$ cat config.mk
export PLATFORM = sky130hd
export DESIGN_NAME = clk_switch_fsm
export DESIGN_NICKNAME = d
export VERILOG_FILES = /design/src/rtl/clk_switch_pkg.sv /design/src/rtl/down_cnt.sv /design/src/rtl/clk_switch_fsm.sv
export SDC_FILE = /design/constraint.sdc
export NUM_CORES = 1
export LEC_CHECK = 0
export ABC_AREA = 1
export BUFFER_PORTS_ARGS = -buffer_cell sky130_fd_sc_hd__buf_2
export CAP_MARGIN = 20
export CORE_MARGIN = 2
export CORE_UTILIZATION = 35
export DETAILED_ROUTE_END_ITERATION = 8
export SLEW_MARGIN = 5
export SYNTH_ARGS = -nofsm -noshare
export SYNTH_HDL_FRONTEND = slang
export SYNTH_SLANG_ARGS = --single-unit
$ cat constraint.sdc
create_clock -name clk -period 2.5 [get_ports clk]
set_input_delay 0.375 -clock clk [delete_from_list [all_inputs] [get_ports clk]]
set_output_delay 0.375 -clock clk [all_outputs]
set_load 0.03 [all_outputs]
$ cat src/rtl/clk_switch_pkg.sv
// Shared state encoding, output bundle and parameter limits for the CPU
// fast/host clock switch controller.
package clk_switch_pkg;

  localparam int CNT_W          = 4;
  localparam int GUARD_CYC_DEF  = 2;
  localparam int GUARD_CYC_MIN  = 0;
  localparam int GUARD_CYC_MAX  = 15;
  localparam int SLOW_EDGES_DEF = 1;
  localparam int SLOW_EDGES_MIN = 1;
  localparam int SLOW_EDGES_MAX = 15;

  typedef enum logic [2:0] {
    FAST      = 3'd0,
    ARM       = 3'd1,
    GUARD_IN  = 3'd2,
    SLOW      = 3'd3,
    GUARD_OUT = 3'd4,
    DONE      = 3'd5
  } state_e;

  typedef struct packed {
    logic edge_en;
    logic hold;
    logic gate;
    logic sel_slow;
    logic slow_ack;
  } ctrl_t;

  // Moore decode: every control output is a pure function of the state.
  function automatic ctrl_t decode_ctrl(input state_e st);
    ctrl_t c;
    c = '0;
    case (st)
      ARM:       begin c.edge_en = 1'b1; c.hold = 1'b1; end
      GUARD_IN:  begin c.hold = 1'b1; c.gate = 1'b1; c.sel_slow = 1'b1; end
      SLOW:      begin c.edge_en = 1'b1; c.sel_slow = 1'b1; end
      GUARD_OUT: begin c.hold = 1'b1; c.gate = 1'b1; end
      DONE:      c.slow_ack = 1'b1;
      default:   c = '0;
    endcase
    return c;
  endfunction

endpackage

$ cat src/rtl/down_cnt.sv
// 4-bit loadable down counter with zero flag; saturates at zero, never wraps.
module down_cnt
  import clk_switch_pkg::*;
(
  input  logic             clk,
  input  logic             rst_b,
  input  logic             load_i,
  input  logic [CNT_W-1:0] load_val_i,
  input  logic             dec_i,
  output logic [CNT_W-1:0] cnt_o,
  output logic             zero_o
);

  logic [CNT_W-1:0] cnt_q;

  // NOTE: sequential state uses non-blocking (<=) so every flop samples
  // pre-edge values regardless of process ordering.
  always_ff @(posedge clk or negedge rst_b) begin
    if (!rst_b) begin
      cnt_q <= '0;
    end else if (load_i) begin
      cnt_q <= load_val_i;
    end else if (dec_i && (cnt_q != '0)) begin
      cnt_q <= cnt_q - 1'b1;
    end
  end

  assign cnt_o  = cnt_q;
  assign zero_o = (cnt_q == '0);

endmodule

$ cat src/rtl/clk_switch_fsm.sv
// Sequences the CPU clock mux between the fast clock and the host phase,
// with gated guard intervals around each select change.
module clk_switch_fsm
  import clk_switch_pkg::*;
#(
  parameter int GUARD_CYC  = GUARD_CYC_DEF,   // 0..15
  parameter int SLOW_EDGES = SLOW_EDGES_DEF   // 1..15
) (
  input  logic clk,
  input  logic rst_b,
  input  logic edge_det,
  input  logic slow_req,
  output logic edge_en,
  output logic hold,
  output logic gate,
  output logic sel_slow,
  output logic slow_ack
);

  state_e           state_q, state_d;
  ctrl_t            ctrl_q, ctrl_d;
  logic             run_q;
  logic             cnt_load, cnt_dec, cnt_zero, cnt_last;
  logic [CNT_W-1:0] cnt_load_val, cnt_val;

  down_cnt u_cnt (
    .clk        (clk),
    .rst_b      (rst_b),
    .load_i     (cnt_load),
    .load_val_i (cnt_load_val),
    .dec_i      (cnt_dec),
    .cnt_o      (cnt_val),
    .zero_o     (cnt_zero)
  );

  // Zero also terminates so a counter that somehow reached zero cannot stall.
  assign cnt_last = (cnt_val == CNT_W'(1)) || cnt_zero;

  // run_q holds the FSM idle for the first edge after reset release.
  always_ff @(posedge clk or negedge rst_b) begin
    if (!rst_b) begin
      state_q <= FAST;
      ctrl_q  <= '0;
      run_q   <= 1'b0;
    end else begin
      state_q <= state_d;
      ctrl_q  <= ctrl_d;
      run_q   <= 1'b1;
    end
  end

  // NOTE: state_d gets a default before the case so no path leaves it
  // unassigned, which would infer a latch.
  always_comb begin
    state_d = state_q;
    unique case (state_q)
      FAST:      if (run_q && slow_req) state_d = ARM;
      ARM: begin
        if (!slow_req)    state_d = FAST;
        else if (edge_det) state_d = (GUARD_CYC == 0) ? SLOW : GUARD_IN;
      end
      GUARD_IN:  if (cnt_last) state_d = SLOW;
      SLOW:      if (edge_det && cnt_last) state_d = (GUARD_CYC == 0) ? DONE : GUARD_OUT;
      GUARD_OUT: if (cnt_last) state_d = DONE;
      DONE:      state_d = FAST;
      default:   state_d = FAST;
    endcase
  end

  always_comb begin
    cnt_load     = (state_d != state_q) &&
                   ((state_d == GUARD_IN) || (state_d == SLOW) || (state_d == GUARD_OUT));
    cnt_load_val = (state_d == SLOW) ? CNT_W'(SLOW_EDGES) : CNT_W'(GUARD_CYC);
    cnt_dec      = (state_q == GUARD_IN) || (state_q == GUARD_OUT) ||
                   ((state_q == SLOW) && edge_det);
  end

  // Outputs are registered from the next state so they line up with state_q.
  always_comb begin
    ctrl_d = decode_ctrl(state_d);
  end

  assign edge_en  = ctrl_q.edge_en;
  assign hold     = ctrl_q.hold;
  assign gate     = ctrl_q.gate;
  assign sel_slow = ctrl_q.sel_slow;
  assign slow_ack = ctrl_q.slow_ack;

endmodule
After elaboration in Yosys (flattened, before gate mapping)
Cells that the tools add are included.
Widths: inputs -> output; s select.
- bits in writable memories: 0
- register bits after elaboration: 13
- input bits: 4
- latch bits: 0
- memories: 0
- logic and storage cells: 53
- memory bits (read-only): 0
- order comparisons: 0
- add/sub/neg operators: 1
- shifts and indexed selects: 0
- divide/modulo/power cells: 0
- bitwise operators: 0
- eq/ne operators: 11
- reductions and logical operators: 18
- multipliers: 0
- muxes and demuxes: 15
- operators by type and width (kind ; number):
    $mux 3 ; 6
    $pmux 3 s5 ; 1
    $eq 3x2->1 const B ; 4
    $eq 3x3->1 const B ; 3
    $mux 4 ; 2
    $eq 3x1->1 const B ; 2
    $reduce_or 2->1 ; 3
    $logic_and 1x1->1 ; 5
    $logic_or 1x1->1 ; 5
    $mux 1 ; 5
    $eq 4x1->1 const B ; 1
    $logic_not 4->1 ; 1
    $reduce_bool 4->1 ; 1
    $sub 4x1->4 const B ; 1
    $logic_not 3->1 ; 1
    $ne 3x3->1 ; 1
    $reduce_or 3->1 ; 1
    $mux 2 ; 1
    $reduce_bool 2->1 ; 1

Depth between registers and ports, before layout
Gate-level depths: netlist of the first run.
- depth after elaboration: 10
- gate-level depth with buffers: 15

By module
Synthesis of the first run repeated with hierarchy kept, for this count alone.
- cell total of the unflattened synthesis: 111
- area total of the unflattened synthesis: 788.3 µm²
- by module, submodules not included (module ; area an instance (µm²) ; instances ; cells each ; seq. area each (µm²)):
    clk_switch_fsm ; 493.0 ; 1 ; 65 ; 225.2
    down_cnt ; 295.3 ; 1 ; 46 ; 100.1

Worst setup path before layout of the first run
Ideal clock, no wire load.
- kind: reg-to-reg
- start: register u_cnt.cnt_q[0], in the netlist u_cnt.cnt_o[0]
- end: register u_cnt.cnt_q[0], in the netlist u_cnt.cnt_o[0]
- period minus slack after synthesis: 1.623 ns
- arrival: 1.506 ns
- buffers on the path: 0
- setup slack: 0.877 ns
- required time: 2.383 ns
- cell stages (with the launch flop): 14
- cells stage by stage: dfrtp_1 inv_1 ha_1 inv_1 nand2_1 nand3_1 nand2_2 nand3_4 o21ai_2 nand2_4 nand2_1 nand2_1 nand2_1 nand2_1
- longest elaborated chain between the ends: 10
- elaborated cells between the ends (all ways): 22
- RTL lines (item ; line ; RTL):
    start, declared ; down_cnt.sv:14 ; logic [CNT_W-1:0] cnt_q;
    start signal, assigned ; down_cnt.sv:22 ; cnt_q <= load_val_i;
    start signal, assigned ; down_cnt.sv:24 ; cnt_q <= cnt_q - 1'b1;
    $eq 4x1->1 / $logic_not 4->1 (equally long branches) ; clk_switch_fsm.sv:37, down_cnt.sv:29 ;
    $logic_or 1x1->1 * ; clk_switch_fsm.sv:37 ; assign cnt_last = (cnt_val == CNT_W'(1)) || cnt_zero;
    $logic_and 1x1->1 ; clk_switch_fsm.sv:63 ; SLOW: if (edge_det && cnt_last) state_d = (GUARD_CYC == 0) ? DONE : GUARD_OUT;
    $mux 3 ; clk_switch_fsm.sv:63 ;
    $pmux 3 s5 * ; clk_switch_fsm.sv:56 ; unique case (state_q)
    named net state_d[0] ; clk_switch_fsm.sv:20 ; state_e state_q, state_d;
    $eq 3x2->1 (on tied branches) ; clk_switch_fsm.sv:72, clk_switch_fsm.sv:73 ;
    $logic_or 1x1->1 (2 in series) ; clk_switch_fsm.sv:72 ; ((state_d == GUARD_IN) || (state_d == SLOW) || (state_d == GUARD_OUT));
    $logic_and 1x1->1 ; clk_switch_fsm.sv:71 ; cnt_load = (state_d != state_q) &&
    $mux 4 / $reduce_bool 2->1 (equally long branches) ; - ;
The timed path passes the listed nets; every way through them passes the cells marked *. The select of a mux whose other input is x is not followed.
A chain may end at the register's enable or synchronous reset.

Worst setup path in the final report of the first run
- start: register u_cnt.cnt_q[0], in the netlist u_cnt.cnt_o[0]
- end: register u_cnt.cnt_q[1], in the netlist u_cnt.cnt_o[1]
- longest elaborated chain between the ends: 10
- elaborated cells between the ends (all ways): 22
- RTL lines (item ; line):
    $eq 4x1->1 / $logic_not 4->1 (equally long branches) ; clk_switch_fsm.sv:37, down_cnt.sv:29
    $logic_or 1x1->1 ; clk_switch_fsm.sv:37
    $logic_and 1x1->1 ; clk_switch_fsm.sv:63
    $mux 3 ; clk_switch_fsm.sv:63
    $pmux 3 s5 ; clk_switch_fsm.sv:56
    $eq 3x2->1 (on tied branches) ; clk_switch_fsm.sv:72, clk_switch_fsm.sv:73
    $logic_or 1x1->1 (2 in series) ; clk_switch_fsm.sv:72
    $logic_and 1x1->1 ; clk_switch_fsm.sv:71
    $mux 4 / $reduce_bool 2->1 (equally long branches) ; -
Parallel ways exist; a longest one is shown, timed or not. The select of a mux whose other input is x is not followed.

==> results of run 1 <==
[cell usage after synthesis]
| cell | instances | area share |
|---|---|---|
| inv_1 | 16 | 0.080 |
| nor3_2 | 1 | 0.013 |
| nand3_4 | 1 | 0.023 |
| nor2_1 | 8 | 0.040 |
| o21ai_2 | 2 | 0.023 |
| ha_1 | 3 | 0.050 |
| nand2_1 | 18 | 0.090 |
| nand2_2 | 3 | 0.025 |
| a21oi_1 | 3 | 0.020 |
| nor2_4 | 1 | 0.015 |
| o21ai_0 | 2 | 0.013 |
| o21ai_1 | 1 | 0.0066 |
| and3_1 | 1 | 0.0083 |
| dfrtp_1 | 13 | 0.43 |
| nor2_2 | 1 | 0.0083 |
| nand2_4 | 2 | 0.030 |
| nand3_1 | 8 | 0.053 |
| nand4_1 | 3 | 0.025 |
| xor2_1 | 1 | 0.012 |
| inv_2 | 1 | 0.0050 |
| xnor2_1 | 1 | 0.012 |
| nand3_2 | 1 | 0.013 |
| conb_1 | 1 | 0.0050 |
[worst paths after layout]
path,from,endpoint,cells after the start
worst max register to register,u_cnt.cnt_o[0],u_cnt.cnt_o[1],12
max in group asynchronous,rst_b,sel_slow,2
worst min register to register,u_cnt.cnt_o[1],u_cnt.cnt_o[1],2
worst max-delay path,u_cnt.cnt_o[0],u_cnt.cnt_o[1],12
min in group clk,u_cnt.cnt_o[1],u_cnt.cnt_o[1],2
worst min-delay path,rst_b,u_cnt.cnt_o[3],2
[power by group through the flow]
stage               Sequential (W)  Clock, W  Combinational, W
global placement          0.000345         0          0.000662
global route              0.000348  0.000154          0.000769
floorplan                 0.000397         0          0.000488
finish                    0.000341  0.000134          0.000676
CTS                       0.000341  0.000141          0.000681
detailed placement        0.000346         0          0.000669
[timing repair]
item,in CTS,in global routing
gates resized for setup,0,0
hold endpoints to repair,13,0
hold buffers,1,0
[layout make-up]
cell class,count,area share
sequential,13,0.376
clock inverter,1,0.00578
multi-input combinational,62,0.422
inverter,17,0.0737
timing repair buffer,9,0.0578
tap,27,0.0390
clock buffer,3,0.0260
[flip-flops by register name, indices dropped and copies added, names as in the netlist]
| register | flops |
|---|---|
| u_cnt.cnt_o | 4 |
| state_q | 3 |
| edge_en | 1 |
| gate | 1 |
| hold | 1 |
| run_q | 1 |
| sel_slow | 1 |
| slow_ack | 1 |
[through the flow]
| stage | power (W) | setup WS [ns] | area (um^2) |
|---|---|---|---|
| 2_1_floorplan | 0.000885 | 0.877 | 754 |
| 3_3_place_gp | 0.00101 | 0.715 | 828 |
| 3_5_place_dp | 0.00102 | 0.668 | 828 |
| 4_1_cts | 0.00116 | 0.645 | 866 |
| 5_1_grt | 0.00127 | 0.437 | 866 |
| 6_report | 0.00115 | 0.664 | 866 |
[layer usage]
| layer | share of wire | track usage | up-vias |
|---|---|---|---|
| li1 | - | - | 315 |
| met1 | 0.44 | 0.167 | 277 |
| met2 | 0.47 | 0.226 | 20 |
| met3 | 0.046 | 0.0298 | 5 |
| met4 | 0.037 | 0.140 | 0 |
| met5 | 0 | 0 | - |
[cells by family after synthesis]
| logic type | Yosys count | share of synthesized area |
|---|---|---|
| AOI/OAI and AO/OA | 8 | 0.0630 |
| xor gates and xnor gates | 2 | 0.0232 |
| adders and majority gates | 3 | 0.0498 |
| buffers and inverters | 17 | 0.0846 |
| DFF | 13 | 0.431 |
| other | 1 | 0.00497 |
| and+or+nand+nor | 48 | 0.343 |
[worst max-delay path: stages, from the launching register on]
cell	delay, ns
dfrtp_1	0.38
inv_1	0.09
ha_1	0.22
inv_1	0.05
nand2_1	0.06
nand3_1	0.11
inv_1	0.05
a21oi_1	0.31
o21ai_2	0.15
nand2_4	0.12
o21ai_1	0.07
nand2_1	0.07
nand2_1	0.05
==> metrics.md, run 1 <==
| Metric | Value |
|---|---|
| Outcome | `completed` |
| Syn Nets | `99` |
| # H-tree levels | `1` |
| Footprint of the multi-input gates | `365 um^2` |
| Switching part of the total power | `0.502` |
| Total grt overflow | `0` |
| DR WL/cell | `11.0 um` |
| Pre-antenna DRT Iters | `4` |
| P_int | `0.000573 W` |
| Number of DRC markers in iteration 0 | `10` |
| Worst Path Arrival | `2.02 ns` |
| Largest net degree at the start of global routing | `14` |
| Comb pwr share | `0.587` |
| Initial Util | `0.377` |
| Global-route wire length before repair | `2710 um` |
| Via count | `617` |
| Gate Count Post-Synth | `92` |
| Unrepaired setup endpoints after global routing | `false` |
| Worst skew pair latency | `0.28 ns` |
| Non-Filler Instances | `132` |
| Die Width | `50.4 um` |
| Synth Area per Inst | `8.20 um^2` |
| Hold Crit Class | `in -> async` |
| Setup Viol. Count Final | `0` |
| Vias in the first global route | `649` |
| Synthesis-stage register bit count | `13` |
| Critical path class | `reg -> reg` |
| Die ar. | `2540 um^2` |
| Crit-path max FO | `7` |
| VDD IR max | `441 uV` |
| Required time of the critical path | `2.68 ns` |
| P_leak | `0.509 nW` |
| Clock Power Share | `0.116` |
| CP endpoint kind | `flop` |
| Synth cell types | `23` |
| Placed cells | `127` |
| IO Count | `9` |
| ANT nets after route | `0` |
| Period utilization | `0.734` |
| Fillers | `218` |
| CTS clk-pin slew, worst paths | `0.08 ns` |
| Sw Pwr | `0.000577 W` |
| Max Cap Viol | `0` |
| Total CTS buffers | `3` |
| Final net count | `113` |
| Seq pwr share | `0.297` |
| FMAX | `545 MHz` |
| Core area | `2000 um^2` |
| Initial antenna violation count | `0` |
| CTS tree | `done` |
| Layout Utilization | `0.433` |
| Final slew viol count | `0` |
| P per Cell Area | `1330 nW/um^2` |
| Mapped Area | `754 um^2` |
| GRT Total Usage | `0.147` |
| Register area | `325 um^2` |
| Clk buf depth | `2` |
| Final WL | `1450 um` |
| Via-per-instance ratio | `4.67` |
| Commonest non-fill, non-tap cell in the layout | `nand2_1` |
| Commonest cells after routing, fill and taps aside | `nand2_1, inv_1, dfrtp_1` |
| Minimum clock period | `1.84 ns` |
| Remaining DRCs | `0` |
| Post-CTS setup buffer count | `0` |
| Synthesis-to-layout area growth | `14.8%` |
| Routability congestion estimate from global placement | `0.792` |
| Critical Path Source Type | `flop` |
| Antenna diodes | `0` |
| WHS | `0.516 ns` |
| Hold Fails Final Rpt | `0` |
| Yosys warning count | `0` |
| Final TNS setup | `0 ns` |
| Number of port buffers | `8` |
| CTS Root Buffer Type | `clkbuf_4` |
| Die Y-Extent | `50.4 um` |
| Clock Sinks | `13` |
| Register area share after synthesis | `0.431` |
| Rows | `16` |
| Layout cells sized above 1 | `0.238` |
| Detailed placement HPWL | `1080 um` |
| Setup Skew | `0.00211 ns` |
| R2R setup slack | `0.66 ns` |
Power figures use the tool's default switching activity.
==> inputs of run 2 (changes only) <==
==> constraint.sdc (replaced) <==
create_clock -name clk -period 1.7 [get_ports clk]
set_input_delay 0.255 -clock clk [delete_from_list [all_inputs] [get_ports clk]]
set_output_delay 0.255 -clock clk [all_outputs]
set_load 0.03 [all_outputs]
==> run 2 against run 1 <==
  * Clock power grew 49%
  * Final cell count grew 11%
  * Design area grew 24%
  * Core utilization grew 10 points
  * Register-to-register slack lost 0.64 ns
  * Sequential cell count is the same
  * Worst hold slack lost 0.14 ns
  * Total power grew 98%
  * Clock skew grew 0.0083 ns
  * Maximum frequency grew 9.7%
  * Via count grew 11%
  * Combinational power grew 130%
  * Critical path type unchanged
  * Largest cell class unchanged
  * Largest power group unchanged
==> metrics.md, run 2 (same netlist as run 1, synthesis figures left out) <==
| Metric | Value |
|---|---|
| CP endpoint kind | `flop` |
| Crit path cell chain | `inv_2 -> ha_4 -> inv_2 -> nand2_4 -> nand2_4 -> nand2_4 -> nand2_4 -> nand3_4 -> o21ai_4 -> nand2_4 -> nand2_2 -> nand2_1 -> nand2_1 -> nand2_1` |
| Die Width | `50.4 um (unchanged)` |
| Total CTS buffers | `3 (unchanged)` |
| Crit-path max FO | `7 (unchanged)` |
| Final slew viol count | `0 (unchanged)` |
| Via-per-instance ratio | `4.64 (-0.74%)` |
| DR WL/cell | `11.3 um (+3.0%)` |
| Synthesis-to-layout area growth | `42.6%` |
| Reg2reg end | `u_cnt.cnt_o[0]` |
| Commonest cells after routing, fill and taps aside | `buf_4, nand2_1, inv_1, dfrtp_1, buf_2` |
| Setup Viol. Count Final | `0 (unchanged)` |
| Total grt overflow | `0 (unchanged)` |
| VDD IR max | `855 uV (+94%)` |
| Period utilization | `0.984 (+0.250)` |
| Routability congestion estimate from global placement | `0.779 (-1.7%)` |
| Worst Path Arrival | `1.86 ns (-0.16 ns)` |
| Placement Cell Area | `873 um^2 (+5.4%)` |
| GRT Total Usage | `0.153 (+0.00668)` |
| Outcome | `completed` |
| Final WL | `1660 um (+15%)` |
| R2R setup slack | `0.03 ns (-0.64 ns)` |
| Clk buf depth | `2 (unchanged)` |
| Via count | `682 (+11%)` |
| Hold Fails Final Rpt | `0 (unchanged)` |
| Antenna diodes | `0 (unchanged)` |
| Critical path class | `reg -> reg` |
| Pre-antenna DRT Iters | `4 (unchanged)` |
| Design Area, Final | `1080 um^2 (+24%)` |
| Number of port buffers | `8 (unchanged)` |
| Crit-path max cell delay | `0.42 ns (+0.04 ns)` |
| CTS clk-pin slew, worst paths | `0.09 ns (about the same)` |
| Unrepaired setup endpoints after global routing | `true` |
| Clock Sinks | `13 (unchanged)` |
| Remaining DRCs | `0 (unchanged)` |
| Critical Path Slowest Stage Cell | `dfrtp_2` |
| R2R Path Start | `u_cnt.cnt_o[0]` |
| Initial antenna violation count | `0 (unchanged)` |
| FMAX | `598 MHz (+9.7%)` |
| P_leak | `0.593 nW (+17%)` |
| ANT nets after route | `0 (unchanged)` |
| CP top delay family | `simple AND/OR/NAND/NOR gates` |
| Worst r2r path cells | `14 (+2)` |
| Number of DRC markers in iteration 0 | `11 (+1)` |
| CTS Root Buffer Type | `clkbuf_4` |
| P per Cell Area | `2120 nW/um^2 (+59%)` |
| Max reg flops | `4 (unchanged)` |
| Fillers | `184 (-16%)` |
| Global-route wire length before repair | `2860 um (+5.3%)` |
| Layout cells sized above 1 | `0.467 (+0.229)` |
| Critical Path Source Type | `flop` |
| Commonest non-fill, non-tap cell in the layout | `buf_4` |
| Largest net degree at the start of global routing | `14 (unchanged)` |
| Core area | `2000 um^2 (unchanged)` |
| Buf+Inv Stages, Crit Path | `2 (-1)` |
| Final net count | `128 (+13%)` |
| Required time of the critical path | `1.89 ns (-0.79 ns)` |
| Die Y-Extent | `50.4 um (unchanged)` |
| IO Count | `9 (unchanged)` |
| Cell mode on critical path | `nand2_4` |
| Initial Util | `0.377 (unchanged)` |
| Worst skew pair latency | `0.29 ns (about the same)` |
| Die ar. | `2540 um^2 (unchanged)` |
| Setup Skew | `0.0104 ns (+0.00834 ns)` |
| Vias in the first global route | `665 (+2.5%)` |
| Detailed placement HPWL | `1120 um (+3.7%)` |
| Hold Crit Class | `in -> async` |
| Minimum clock period | `1.67 ns (-0.163 ns)` |
| Max Cap Viol | `0 (unchanged)` |
| # H-tree levels | `1 (unchanged)` |
| Register area | `327 um^2 (+0.38%)` |
| Rows | `16 (unchanged)` |
| Final TNS setup | `0 ns (unchanged)` |
| Footprint of the multi-input gates | `462 um^2 (+26%)` |
| CTS tree | `done` |
==> run 2: changes by cell type in the layout (fill, tap and decap cells not counted), moves of 2 or more <==
cell,before,now
inv_1,16,12
nand2_4,2,6
buf_4,0,15
nand3_4,1,3
inv_2,1,5
ha_4,0,2
nand2_1,18,13
ha_1,3,1
==> run 2: per-layer routing <==
layer | global-route usage | vias to the layer above | share of wire
li1 | - | 345 | -
met1 | 0.186 | 321 | 0.44
met2 | 0.248 | 12 | 0.51
met3 | 0.0298 | 4 | 0.020
met4 | 0.0991 | 0 | 0.022
met5 | 0 | - | 0
==> run 2: area by class of cell <==
| type | instances | share of cell area |
|---|---|---|
| inverter | 17 | 0.0593 |
| sequential | 13 | 0.303 |
| tap | 27 | 0.0314 |
| clock inverter | 1 | 0.00465 |
| timing repair buffer | 24 | 0.151 |
| multi-input combinational | 62 | 0.429 |
| clock buffer | 3 | 0.0209 |
==> run 2: stage by stage <==
stage          instances  worst slack (ns)   util  total power [W]  hold WS, ns
3_3_place_gp         133           -0.0203  0.436          0.00158        0.157
3_5_place_dp         133           -0.0359  0.436          0.00161        0.161
6_report             147            0.0267  0.538          0.00228        0.375
5_1_grt              147           -0.0872  0.538          0.00248        0.401
2_1_floorplan         92            0.0773      -          0.00130      -0.0406
4_1_cts              145           0.00511  0.504          0.00209        0.375
==> run 2: what timing repair did <==
action | in CTS | in global routing
setup endpoints to repair | 4 | 6
endpoints found under the hold margin | 13 | 0
gates resized for setup | 13 | 12
setup buffers | 7 | 2
gates cloned | 0 | 0
hold buffers | 1 | 0
pin swaps | 5 | 10
==> run 2: worst max path at each step <==
stage	startpoint	end	slack, ns	cells past startpoint
final	u_cnt.cnt_o[0]	u_cnt.cnt_o[0]	0.03	14
after global routing	u_cnt.cnt_o[1]	u_cnt.cnt_o[0]	-0.09	13
after CTS	u_cnt.cnt_o[1]	u_cnt.cnt_o[0]	0.005	13
after detailed placement	u_cnt.cnt_o[0]	u_cnt.cnt_o[0]	-0.04	14
after global placement	u_cnt.cnt_o[0]	u_cnt.cnt_o[0]	-0.02	14
after floorplan	u_cnt.cnt_o[0]	u_cnt.cnt_o[0]	0.08	13
==> run 2: power breakdown <==
group,internal [W],switching (W),total (W),leakage (nW)
clock,0.0000875,0.000113,0.000200,0.0177
sequential,0.000430,0.0000888,0.000519,0.164
combinational,0.000686,0.000874,0.00156,0.411
total,0.00120,0.00108,0.00228,0.593
==> inputs of run 3 (changes only) <==
--- a/config.mk
+++ b/config.mk
@@ -5,9 +5,7 @@
 export SDC_FILE = /design/constraint.sdc
 export NUM_CORES = 1
 export LEC_CHECK = 0
-export ABC_AREA = 1
 export BUFFER_PORTS_ARGS = -buffer_cell sky130_fd_sc_hd__buf_2
-export CAP_MARGIN = 20
 export CORE_MARGIN = 2
 export CORE_UTILIZATION = 35
 export DETAILED_ROUTE_END_ITERATION = 8
==> run 3 against run 2 <==
  * Clock power is essentially flat
  * Highest routed layer unchanged
  * Non-clock buffer count is 7 lower
  * Combinational power shrank 33%
  * Core utilization fell by 7.0 points
  * Largest power group unchanged
  * Critical path depth is 8 lower
  * Synthesized cell count down 21%
  * Critical endpoint is now hold
  * Routed wire length fell by 12%
==> metrics.md, run 3 <==
| Metric | Value |
|---|---|
| Worst skew pair latency | `0.29 ns (about the same)` |
| DR WL/cell | `12.4 um (+9.9%)` |
| R2R Path Start | `u_cnt.cnt_o[0]` |
| Initial Util | `0.372 (-0.00506)` |
| Die Y-Extent | `49.7 um (-1.5%)` |
| Total CTS buffers | `3 (unchanged)` |
| FMAX | `613 MHz (+2.6%)` |
| Yosys warning count | `0 (unchanged)` |
| P_leak | `0.433 nW (-27%)` |
| Register area share after synthesis | `0.446 (+0.0148)` |
| Largest net degree at the start of global routing | `14 (unchanged)` |
| CTS clk-pin slew, worst paths | `0.09 ns (about the same)` |
| Number of port buffers | `8 (unchanged)` |
| Total grt overflow | `0 (unchanged)` |
| Async S/R FF share, synth | `1.00 (unchanged)` |
| Synth Area per Inst | `9.99 um^2 (+22%)` |
| Area leader, netlist | `dfrtp_1` |
| Synthesis-to-layout area growth | `25.7%` |
| Worst Hold Launch | `edge_det` |
| Remaining DRCs | `0 (unchanged)` |
| WHS | `0.326 ns (-0.0484 ns)` |
| Die ar. | `2470 um^2 (-3.1%)` |
| Tot Pwr | `0.00177 W (-22%)` |
| Hold Crit Class | `in -> reg` |
| Number of synthesized flops with an enable pin | `0 (unchanged)` |
| Final net count | `99 (-23%)` |
| Worst Path Arrival | `1.85 ns (about the same)` |
| Largest cells by area after synthesis | `dfrtp_1, ha_1, nor2_1` |
| Vias in the first global route | `559 (-16%)` |
| Synthesis-stage register bit count | `13 (unchanged)` |
| Commonest cells after routing, fill and taps aside | `dfrtp_1, nor2_1, buf_2, buf_4` |
| P per Cell Area | `1930 nW/um^2 (-9.0%)` |
| Critical Path Source Type | `flop` |
| Via count | `610 (-11%)` |
| IO Count | `9 (unchanged)` |
| Fillers | `202 (+9.8%)` |
| Commonest non-fill, non-tap cell in the layout | `dfrtp_1` |
| R2R setup slack | `0.07 ns (+0.04 ns)` |
| Setup Viol. Count Final | `0 (unchanged)` |
| # H-tree levels | `1 (unchanged)` |
| VDD IR max | `823 uV (-3.7%)` |
| Top-count cell post-synth | `dfrtp_1` |
| Max Used Layer | `met4` |
| Synth cell types | `38 (+65%)` |
| Global-route wire length before repair | `2610 um (-8.7%)` |
| Die Width | `49.7 um (-1.5%)` |
| Clk buf depth | `2 (unchanged)` |
| Via-per-instance ratio | `5.17 (+11%)` |
| Number of DRC markers in iteration 0 | `14 (+3)` |
| Minimum clock period | `1.63 ns (-0.0428 ns)` |
| CTS tree | `done` |
| Max reg flops | `4 (unchanged)` |
| CP endpoint kind | `flop` |
| Top post-synthesis cells by count | `dfrtp_1, nor2_1` |
| M1 WL | `690 um (-6.5%)` |
| Setup Skew | `0.00278 ns (-0.00767 ns)` |
| Pre-antenna DRT Iters | `4 (unchanged)` |
| Gate Count Post-Synth | `73 (-21%)` |
| Final slew viol count | `0 (unchanged)` |
| Core area | `1960 um^2 (-2.0%)` |
| Worst r2r path cells | `6 (-8)` |
| Hold Fails Final Rpt | `0 (unchanged)` |
| Outcome | `completed` |
| Rows | `16 (unchanged)` |
| Synth Flop Type | `dfrtp_1` |
| ANT nets after route | `0 (unchanged)` |
| GRT Total Usage | `0.143 (-0.0106)` |
| Hold path depth | `3` |
| Required time of the critical path | `1.92 ns (+0.03 ns)` |
| CTS Root Buffer Type | `clkbuf_4` |
| Met3 wire length | `56 um (+65%)` |
| Max Cap Viol | `0 (unchanged)` |
| Syn Nets | `80 (-19%)` |
| Post-CTS setup buffer count | `0 (-7)` |
| Routability congestion estimate from global placement | `0.819 (+5.1%)` |
| Unrepaired setup endpoints after global routing | `true` |
| Crit path from | `u_cnt.cnt_o[0]` |
| Antenna diodes | `0 (unchanged)` |
| Critical path class | `reg -> reg` |
| Crit-path max FO | `5 (-2)` |
| Post-synth top area share | `0.446 (+0.0148)` |
| Initial antenna violation count | `0 (unchanged)` |
| Period utilization | `0.959 (-0.0252)` |
| Mapped Area | `729 um^2 (-3.3%)` |
| Final WL | `1460 um (-12%)` |
| Detailed placement HPWL | `1070 um (-4.5%)` |
| Met2 WL | `657 um (-23%)` |
| Clock Sinks | `13 (unchanged)` |
| Layout cells sized above 1 | `0.330 (-0.137)` |
-- run 3: cell count changes in the layout (fill, tap and decap cells not counted), moves of 3 or more --
cell,previous run,this run
nand2_1,13,3
inv_1,12,3
buf_4,15,8
nand2_4,6,0
nand3_1,7,1
inv_2,5,0
nand2_2,4,0
nand2b_1,0,3
nand3_4,3,0
-- run 3: cells by family (layout without fill, tap and decap cells) --
| kind of cell | Yosys count | count (layout) | share of synthesized area |
|---|---|---|---|
| xor+xnor | 1 | 1 | 0.0120 |
| fa+ha+maj | 3 | 3 | 0.0515 |
| compound gates | 20 | 20 | 0.208 |
| buf+inv | 6 | 24 | 0.0360 |
| mux | 2 | 2 | 0.0343 |
| flops | 13 | 13 | 0.446 |
| simple gates | 27 | 27 | 0.208 |
| other cells | 1 | 1 | 0.00514 |
-- run 3: area by class of cell --
class / instances / area, um^2 / share of cell area
Tap cell: 27 / 33.8 / 0.0368
Clock inverter: 1 / 5.00 / 0.00546
Timing Repair Buffer: 17 / 110 / 0.120
Inverter: 3 / 11.3 / 0.0123
Clock buffer: 3 / 22.5 / 0.0246
Sequential cell: 13 / 328 / 0.357
Multi-Input combinational cell: 54 / 407 / 0.443
-- run 3: metal layers --
| metal | vias up | track usage |
|---|---|---|
| li1 | 297 | - |
| met1 | 290 | 0.202 |
| met2 | 18 | 0.193 |
| met3 | 5 | 0.00909 |
| met4 | 0 | 0.125 |
| met5 | - | 0 |
-- run 3: per-stage QoR --
stage	TNS, ns	instances	setup WS [ns]	utilization	instance area, um^2
2_1_floorplan	0	73	0.0642	-	729
3_3_place_gp	0	113	0.0199	0.432	848
3_5_place_dp	0	113	0.0142	0.432	848
4_1_cts	0	118	0.00395	0.452	886
5_1_grt	-0.0593	118	-0.0337	0.467	917
6_report	0	118	0.0696	0.467	917
-- run 3: repair_timing --
action                                  CTS  global route
endpoints found under the hold margin    13             0
pin swaps                                 2             2
hold buffers                              1             0
endpoints found under the setup margin    2             4
resized for setup                         0             6
-- run 3: where the power goes --
part,leakage [nW],internal (W),switching (W)
sequential,0.161,0.000431,0.0000868
combinational,0.255,0.000475,0.000572
clock,0.0177,0.0000877,0.000115
-- run 3: worst paths after layout --
kind | end
setup / recovery | hold
hold / removal | state_q[2]
setup reg to reg | hold
hold reg to reg | sel_slow
max in group asynchronous | state_q[2]
min in group asynchronous | sel_slow
-- run 3: critical path, stage by stage, from the launching register on --
cell	delay (ns)
dfrtp_1	0.39
buf_4	0.14
ha_1	0.17
or2_2	0.33
a21o_1	0.22
and3b_1	0.19
o21ai_1	0.12
